File: src/rtl/tsn_rst_pkg.sv
// Shared definitions for the staged reset sequencer: FSM encoding, stage-index
// width and the default pulse/gap timing used by the TSN switch top level.
package tsn_rst_pkg;

    typedef enum logic [1:0] {
        ST_IDLE    = 2'd0,
        ST_ASSERT  = 2'd1,
        ST_RELEASE = 2'd2,
        ST_DONE    = 2'd3
    } rst_state_e;

    // Wide enough to index up to 8 staged reset outputs.
    localparam int STG_IDX_W     = 3;

    localparam int DEF_PULSE_CYC = 16;
    localparam int DEF_STAGE_GAP = 8;
    localparam int DEF_STAGES    = 3;
    localparam int DEF_CNT_W     = 8;

endpackage

File: src/rtl/rstseq_hold_filter.sv
// Hold-input conditioner: 2-FF synchronizer followed by a 4-sample filter.
// Only compiled when RSTSEQ_HOLD_FILTER_EN is defined.
`ifdef RSTSEQ_HOLD_FILTER_EN
module rstseq_hold_filter
    import tsn_rst_pkg::*;
(
    input  logic i_clk,
    input  logic i_rst,
    input  logic i_hold,
    output logic o_hold
);

    logic [1:0] sync_q;
    logic [2:0] hist_q;

    always_ff @(posedge i_clk) begin
        if (i_rst) begin
            sync_q <= '0;
            hist_q <= '0;
        end else begin
            sync_q <= {sync_q[0], i_hold};
            hist_q <= {hist_q[1:0], sync_q[1]};
        end
    end

    // Asserts only once the synchronized hold has been high for four samples;
    // a single low sample drops it immediately.
    assign o_hold = sync_q[1] & (&hist_q);

endmodule
`endif

File: src/rtl/reset_sequencer.sv
// Staged reset sequencer: minimum-width assertion, ascending staged release,
// busy/done handshake. RSTSEQ_HOLD_FILTER_EN enables the hold-input filter.
module reset_sequencer
    import tsn_rst_pkg::*;
#(
    parameter int PULSE_CYC = DEF_PULSE_CYC,
    parameter int STAGES    = DEF_STAGES,
    parameter int STAGE_GAP = DEF_STAGE_GAP,
    parameter int CNT_W     = DEF_CNT_W
) (
    input  logic              i_clk,
    input  logic              i_rst,
    input  logic              i_req,
    input  logic              i_hold,
    output logic              o_busy,
    output logic              o_done,
    output logic [STAGES-1:0] o_rst_n_stage
);

    localparam logic [CNT_W-1:0]     PULSE_LAST = CNT_W'(PULSE_CYC - 1);
    localparam logic [CNT_W-1:0]     GAP_LAST   = CNT_W'(STAGE_GAP - 1);
    localparam logic [STG_IDX_W-1:0] IDX_LAST   = STG_IDX_W'(STAGES - 1);

    rst_state_e            state_q, state_d;
    logic [CNT_W-1:0]      cnt_q, cnt_d;
    logic [STG_IDX_W-1:0]  idx_q, idx_d;
    logic [STAGES-1:0]     rst_n_q, rst_n_d;
    logic [STG_IDX_W-1:0]  idx_nxt;
    logic                  hold_eff;

`ifdef RSTSEQ_HOLD_FILTER_EN
    rstseq_hold_filter u_hold_filt (
        .i_clk  (i_clk),
        .i_rst  (i_rst),
        .i_hold (i_hold),
        .o_hold (hold_eff)
    );
`else
    assign hold_eff = i_hold;
`endif

    assign idx_nxt = idx_q + 1'b1;

    always_comb begin
        state_d = state_q;
        cnt_d   = cnt_q;
        idx_d   = idx_q;
        rst_n_d = rst_n_q;
        case (state_q)
            ST_IDLE: begin
                rst_n_d = '1;
                if (i_req) begin
                    state_d = ST_ASSERT;
                    cnt_d   = '0;
                    idx_d   = '0;
                    rst_n_d = '0;
                end
            end
            ST_ASSERT: begin
                rst_n_d = '0;
                idx_d   = '0;
                // Any request or hold restarts the full minimum width.
                if (i_req || hold_eff) begin
                    cnt_d = '0;
                end else if (cnt_q == PULSE_LAST) begin
                    state_d = ST_RELEASE;
                    cnt_d   = '0;
                    rst_n_d = STAGES'(1);
                end else begin
                    cnt_d = cnt_q + 1'b1;
                end
            end
            ST_RELEASE: begin
                if (i_req || hold_eff) begin
                    state_d = ST_ASSERT;
                    cnt_d   = '0;
                    idx_d   = '0;
                    rst_n_d = '0;
                end else if (idx_q == IDX_LAST) begin
                    state_d = ST_DONE;
                    cnt_d   = '0;
                end else if (cnt_q == GAP_LAST) begin
                    cnt_d   = '0;
                    idx_d   = idx_nxt;
                    rst_n_d = rst_n_q | (STAGES'(1) << idx_nxt);
                end else begin
                    cnt_d = cnt_q + 1'b1;
                end
            end
            ST_DONE: begin
                cnt_d = '0;
                if (i_req) begin
                    state_d = ST_ASSERT;
                    idx_d   = '0;
                    rst_n_d = '0;
                end else begin
                    state_d = ST_IDLE;
                end
            end
            default: begin
                state_d = ST_ASSERT;
                cnt_d   = '0;
                idx_d   = '0;
                rst_n_d = '0;
            end
        endcase
    end

    // Reset lands in ASSERT so power-up runs a full sequence without a request.
    always_ff @(posedge i_clk) begin
        if (i_rst) begin
            state_q <= ST_ASSERT;
            cnt_q   <= '0;
            idx_q   <= '0;
            rst_n_q <= '0;
        end else begin
            state_q <= state_d;
            cnt_q   <= cnt_d;
            idx_q   <= idx_d;
            rst_n_q <= rst_n_d;
        end
    end

    assign o_busy        = (state_q != ST_IDLE);
    assign o_done        = (state_q == ST_DONE);
    assign o_rst_n_stage = rst_n_q;

endmodule

File: config.mk
export PLATFORM = sky130hd
export DESIGN_NAME = reset_sequencer
export DESIGN_NICKNAME = d
export VERILOG_FILES = /design/src/rtl/tsn_rst_pkg.sv /design/src/rtl/rstseq_hold_filter.sv /design/src/rtl/reset_sequencer.sv
export SDC_FILE = /design/constraint.sdc
export NUM_CORES = 1
export LEC_CHECK = 0
export BUFFER_PORTS_ARGS = -buffer_cell sky130_fd_sc_hd__buf_2
export CAP_MARGIN = 10
export CORE_MARGIN = 1
export CORE_UTILIZATION = 45
export CTS_CLUSTER_SIZE = 12
export DETAILED_ROUTE_END_ITERATION = 10
export PLACE_DENSITY = 0.62
export SLEW_MARGIN = 20
export SYNTH_ARGS = -nofsm -noshare
export SYNTH_HDL_FRONTEND = slang
export SYNTH_HIERARCHICAL = 1
export SYNTH_SLANG_ARGS = --single-unit
File: constraint.sdc
create_clock -name i_clk -period 2.45 [get_ports i_clk]
set_input_delay 0.3675 -clock i_clk [delete_from_list [all_inputs] [get_ports i_clk]]
set_output_delay 0.3675 -clock i_clk [all_outputs]
set_load 0.005 [all_outputs]
# Yosys cells after proc, flatten, opt, wreduce, memory -nomap -nowiden

Index checks and enable logic that the tools add are counted.

Input bits: 4
Logic and storage cells: 55
Register bits after elaboration: 16

Add/subtract/negate cells: 2
Reduce and logical (&&, ||, !) cells: 7
Eq/ne operators: 14
Shifts and indexed selects: 1
Muxes and demuxes: 26
Bitwise logic cells: 1

Operators with widths:

| cell                                                              | number |
|---|---|
| 8-bit two-way mux                                                 | 6 |
| 8-bit one-hot mux with 4 select lines                             | 1 |
| 3-bit two-way mux                                                 | 8 |
| 3-bit one-hot mux with 4 select lines                             | 1 |
| 2-bit two-way mux                                                 | 5 |
| 3-bit != test, second input constant                              | 3 |
| 3-bit one-hot mux with 3 select lines                             | 1 |
| 8-bit by 1-bit adder with 8-bit output, second input constant     | 1 |
| 8-bit by 3-bit == test with 1-bit output, second input constant   | 1 |
| 8-bit by 4-bit == test with 1-bit output, second input constant   | 1 |
| 2-bit != test, second input constant                              | 4 |
| 2-bit one-hot mux with 4 select lines                             | 1 |
| 3-bit AND reduction                                               | 2 |
| 2-bit == test, second input constant                              | 2 |
| 4-bit AND reduction                                               | 1 |
| 3-bit by 1-bit adder with 3-bit output, second input constant     | 1 |
| 3-bit by 2-bit == test with 1-bit output, second input constant   | 1 |
| 1-bit two-way mux                                                 | 3 |
| 3-bit bitwise OR                                                  | 1 |
| 1-bit by 3-bit << shifter with 3-bit output, first input constant | 1 |
| 2-bit by 1-bit == test with 1-bit output, second input constant   | 1 |
| 2-bit zero test                                                   | 1 |
| 2-bit by 1-bit != test with 1-bit output, second input constant   | 1 |
| 2-bit nonzero test                                                | 1 |
| 2 further kinds                                                   | 2 |

# Logic depth before layout (Yosys ltp)

Word-level depth: 7
Gate-level depth with buffers: 8

# Worst setup path before layout

No wires, ideal clock.

Path kind: register -> register
From: register state_q[0]
To: register cnt_q[3]
Buffers on the path: 0
Slack: 0.514 ns
Library setup time: 0.074 ns
Data required time: 2.376 ns
Stages on the path, launching flop included: 8
Data arrival time: 1.862 ns
Period minus slack after synthesis: 1.936 ns
Cell sequence: dfxtp_1 -> inv_1 -> ha_1 -> nor3b_1 -> a31oi_1 -> a2111o_1 -> or3_1 -> o21ai_0

Word-level cells in the longest chain between the ends: 2

Ends and longest elaborated chain:

| element                                                                | line                   | RTL |
|---|---|---|
| from (decl)                                                            | reset_sequencer.sv:24  | `rst_state_e state_q, state_d;` |
| from (signal assigned)                                                 | reset_sequencer.sv:117 | `state_q <= state_d;` |
| 2-bit == test (tied with other cells)                                  | reset_sequencer.sv:49  | `case (state_q)` |
| 8-bit one-hot mux with 4 select lines or 2-bit != test (tied branches) | --                     |  |
| to (signal assigned)                                                   | reset_sequencer.sv:118 | `cnt_q <= cnt_d;` |
| to (decl)                                                              | reset_sequencer.sv:25  | `logic [CNT_W-1:0] cnt_q, cnt_d;` |

Parallel ways exist; a longest one is shown, timed or not.
A chain may end at the register's enable or synchronous reset.

# Worst setup path after layout

Same ends and word-level chain as after synthesis.

==> results.ini <==
[die]
die_w_um = 51.10
initial_core_util_pct = 48.57
coreArea_mm2 = 0.002233
rows = 17
die_area_mm2 = 0.002611
chipHeight_um = 51.10
ios = 9

[yosys]
yosys.area_share.simple_pct = 25.72
synth_top_area_cell = dfxtp_1
synth_top_family_by_area = simple AND/OR/NAND/NOR gates
synthAdderAreaFrac_pct = 12.69
yosysUniqueCellTypes = 48
syn_area_mm2 = 0.001085
synth_cells = 128
yosys.area.top_type_share_pct = 29.53
ys_top_cells_by_area = dfxtp_1 30%, ha_1 13%, a21oi_1 6.5%
synth_compound_area_share_pct = 24.91
synth-edff-count = 0
avgSynthCellArea_um2 = 8.475
synth-xor-area-share_pct = 0.8074
yosys_warnings = 6
synthArstFlopShare_pct = 0
synth_seq_cells = 16
seq_area_frac_synth_pct = 29.53
synth_nets = 143
synthMuxAreaShare_pct = 0.9227
synth_flop_cell = dfxtp_1

[routing]
wl_met2_mm = 1.043
dr_wl_met3_um = 32
wl_per_cell_um = 13.21
first_pass_iters = 4
routed_wl_mm = 2.179
vias = 950
met1Wirelength_mm = 1.059
route.detailed.drc = 0
drtAntennaViolNets = 0
drt_iter0_drc = 15
highest-signal-layer = met4
via_per_inst = 5.758

[flow_run]
cap_viol_max_count = 0

[sta]
slew_headroom_pct = 57.58
rsz0062_at_grt = false
finalCritPeriodShare_pct = 89.82
worstMarginPinSlew_ns = 0.6340
fin_crit_ns = 2.201
drv_slew = 0
fmax_mhz = 454.4
worst_clock_skew_ns = 0.003463
tns_ns = 0
finalSetupViolations = 0
hold_viol = 0

[cells_and_area]
area_delta_synth_final_pct = 7.613
layout.cells.most_common = dfxtp_1
drive_above_1_share_pct = 16.79
final_nets = 153
num_antenna_cells = 0
final_cell_mix = 16 x dfxtp_1, 14 x a21oi_1, 11 x nor2_1, 11 x ha_1, 10 x nand2_1
final_cells = 165

[placement]
finalWeightedCongestion = 0.8069
post-dp-hpwl_mm = 1.648
place_inst = 161
port_buffers = 8

[power_and_ir_drop]
total_power_w = 0.0007977
vdd_drop_max_v = 0.0004936
leakagePower_nw = 0.4652
power_density_mw_per_mm2 = 683.3

[critical_path]
r2r_slack_ns = 0.25
rr_startpoint = state_q[0]
ff2ff_path_depth = 7
critical_path_class = flip-flop to flip-flop
crit_arrival_ns = 2.42
r2r-end = cnt_q[3]
path_max_fanout = 6
start_kind = flip-flop
required_ns = 2.67
end_kind = flip-flop

[clocking]
clk_latency_ns = 0.29
cts_buffers = 3
hold_buffers = 0
post_cts_resized = 0
clock_path_buffers = 2
path_clk_slew_ns = 0.10
cts_sinks = 16
post_cts_buffers = 0
h-tree-depth = 1
root_buffer = clkbuf_4
cts_tree = built

[global_routing]
track_usage_pct = 19.36
antenna_found_initial = 0
grt_overflow = 0
grt_pass1_vias = 907
grt_max_degree = 14
grt_pass1_wl_mm = 3.795

[min_path]
whs_endpoint = cnt_q[2]
hold_path_class = input port to flip-flop
worstHoldStart = i_rst
hold_path_depth = 2

[outcome]
run_status = finished clean

sequential cells by signal (all words and copies together), names as in the netlist:
| register | flops |
|---|---|
| state_q | 2 |
| o_rst_n_stage | 3 |
| cnt_q | 8 |
| idx_q | 3 |
through the flow:
stage / cell area [um^2] / hold WS [ns] / setup slack [ns] / utilization, %
after floorplan: 1085 / 0.4488 / 0.5142 / -
after global placement: 1131 / 0.4447 / 0.3934 / 50.64
after detailed placement: 1131 / 0.4499 / 0.3255 / 50.64
after CTS: 1167 / 0.4033 / 0.2758 / 52.27
after global routing: 1167 / 0.4234 / 0.05260 / 52.27
final: 1167 / 0.4099 / 0.2494 / 52.27
Yosys cell counts, types with 2 or more instances:
master / count
a21oi_1: 14
inv_1: 8
nor2_1: 11
o22ai_1: 3
nand3_1: 5
nor4_1: 2
o21a_1: 2
dfxtp_1: 16
ha_1: 11
or2_2: 2
nand2_1: 10
o21ai_0: 5
o21bai_1: 2
a211oi_1: 2
nor2b_1: 2
power by group:
part           total, W  leakage (nW)  internal [W]  switching, W
registers      0.000303         0.129      0.000280     0.0000238
clock network  0.000178        0.0210     0.0000906     0.0000876
logic          0.000316         0.315      0.000135      0.000181
per-layer routing:
layer	up-vias	GRT usage, %
li1	488	-
met1	449	23.96
met2	8	32.46
met3	5	2.679
met4	0	9.722
met5	-	0
critical path: stages, from the launching register on:
cell	delay, ns
dfxtp_1	0.44
inv_1	0.11
ha_1	0.34
nor3b_1	0.20
a31oi_1	0.19
a2111o_1	0.40
or3_1	0.36
o21ai_0	0.08
worst max-delay path by stage:
stage          startpoint  endpoint  slack, ns  cells after the start
2_1_floorplan  state_q[0]  cnt_q[3]       0.51                      7
5_1_grt        state_q[0]  cnt_q[3]       0.05                      7
6_report       state_q[0]  cnt_q[3]       0.25                      7
3_3_place_gp   state_q[1]  cnt_q[7]       0.39                      7
4_1_cts        state_q[0]  cnt_q[3]       0.28                      7
3_5_place_dp   state_q[0]  cnt_q[3]       0.33                      7
cell type report:
cell class | instances | area, um^2
clock buffer | 4 | 36.28
fill | 236 | 1066
inverter | 8 | 30.03
multi-input combinational | 101 | 705.7
sequential | 16 | 320.3
tap | 28 | 35.03
timing repair buffer | 8 | 40.04
cell families after synthesis:
kind of cell | count (synthesis)
AND/OR/NAND/NOR | 47
AO/OA/AOI/OAI | 41
adder cells (fa/ha/maj) | 11
XOR/XNOR | 1
multiplexers | 1
flip-flops | 16
buffers and inverters | 11
No activity file was read; power rests on OpenSTA's default activity.
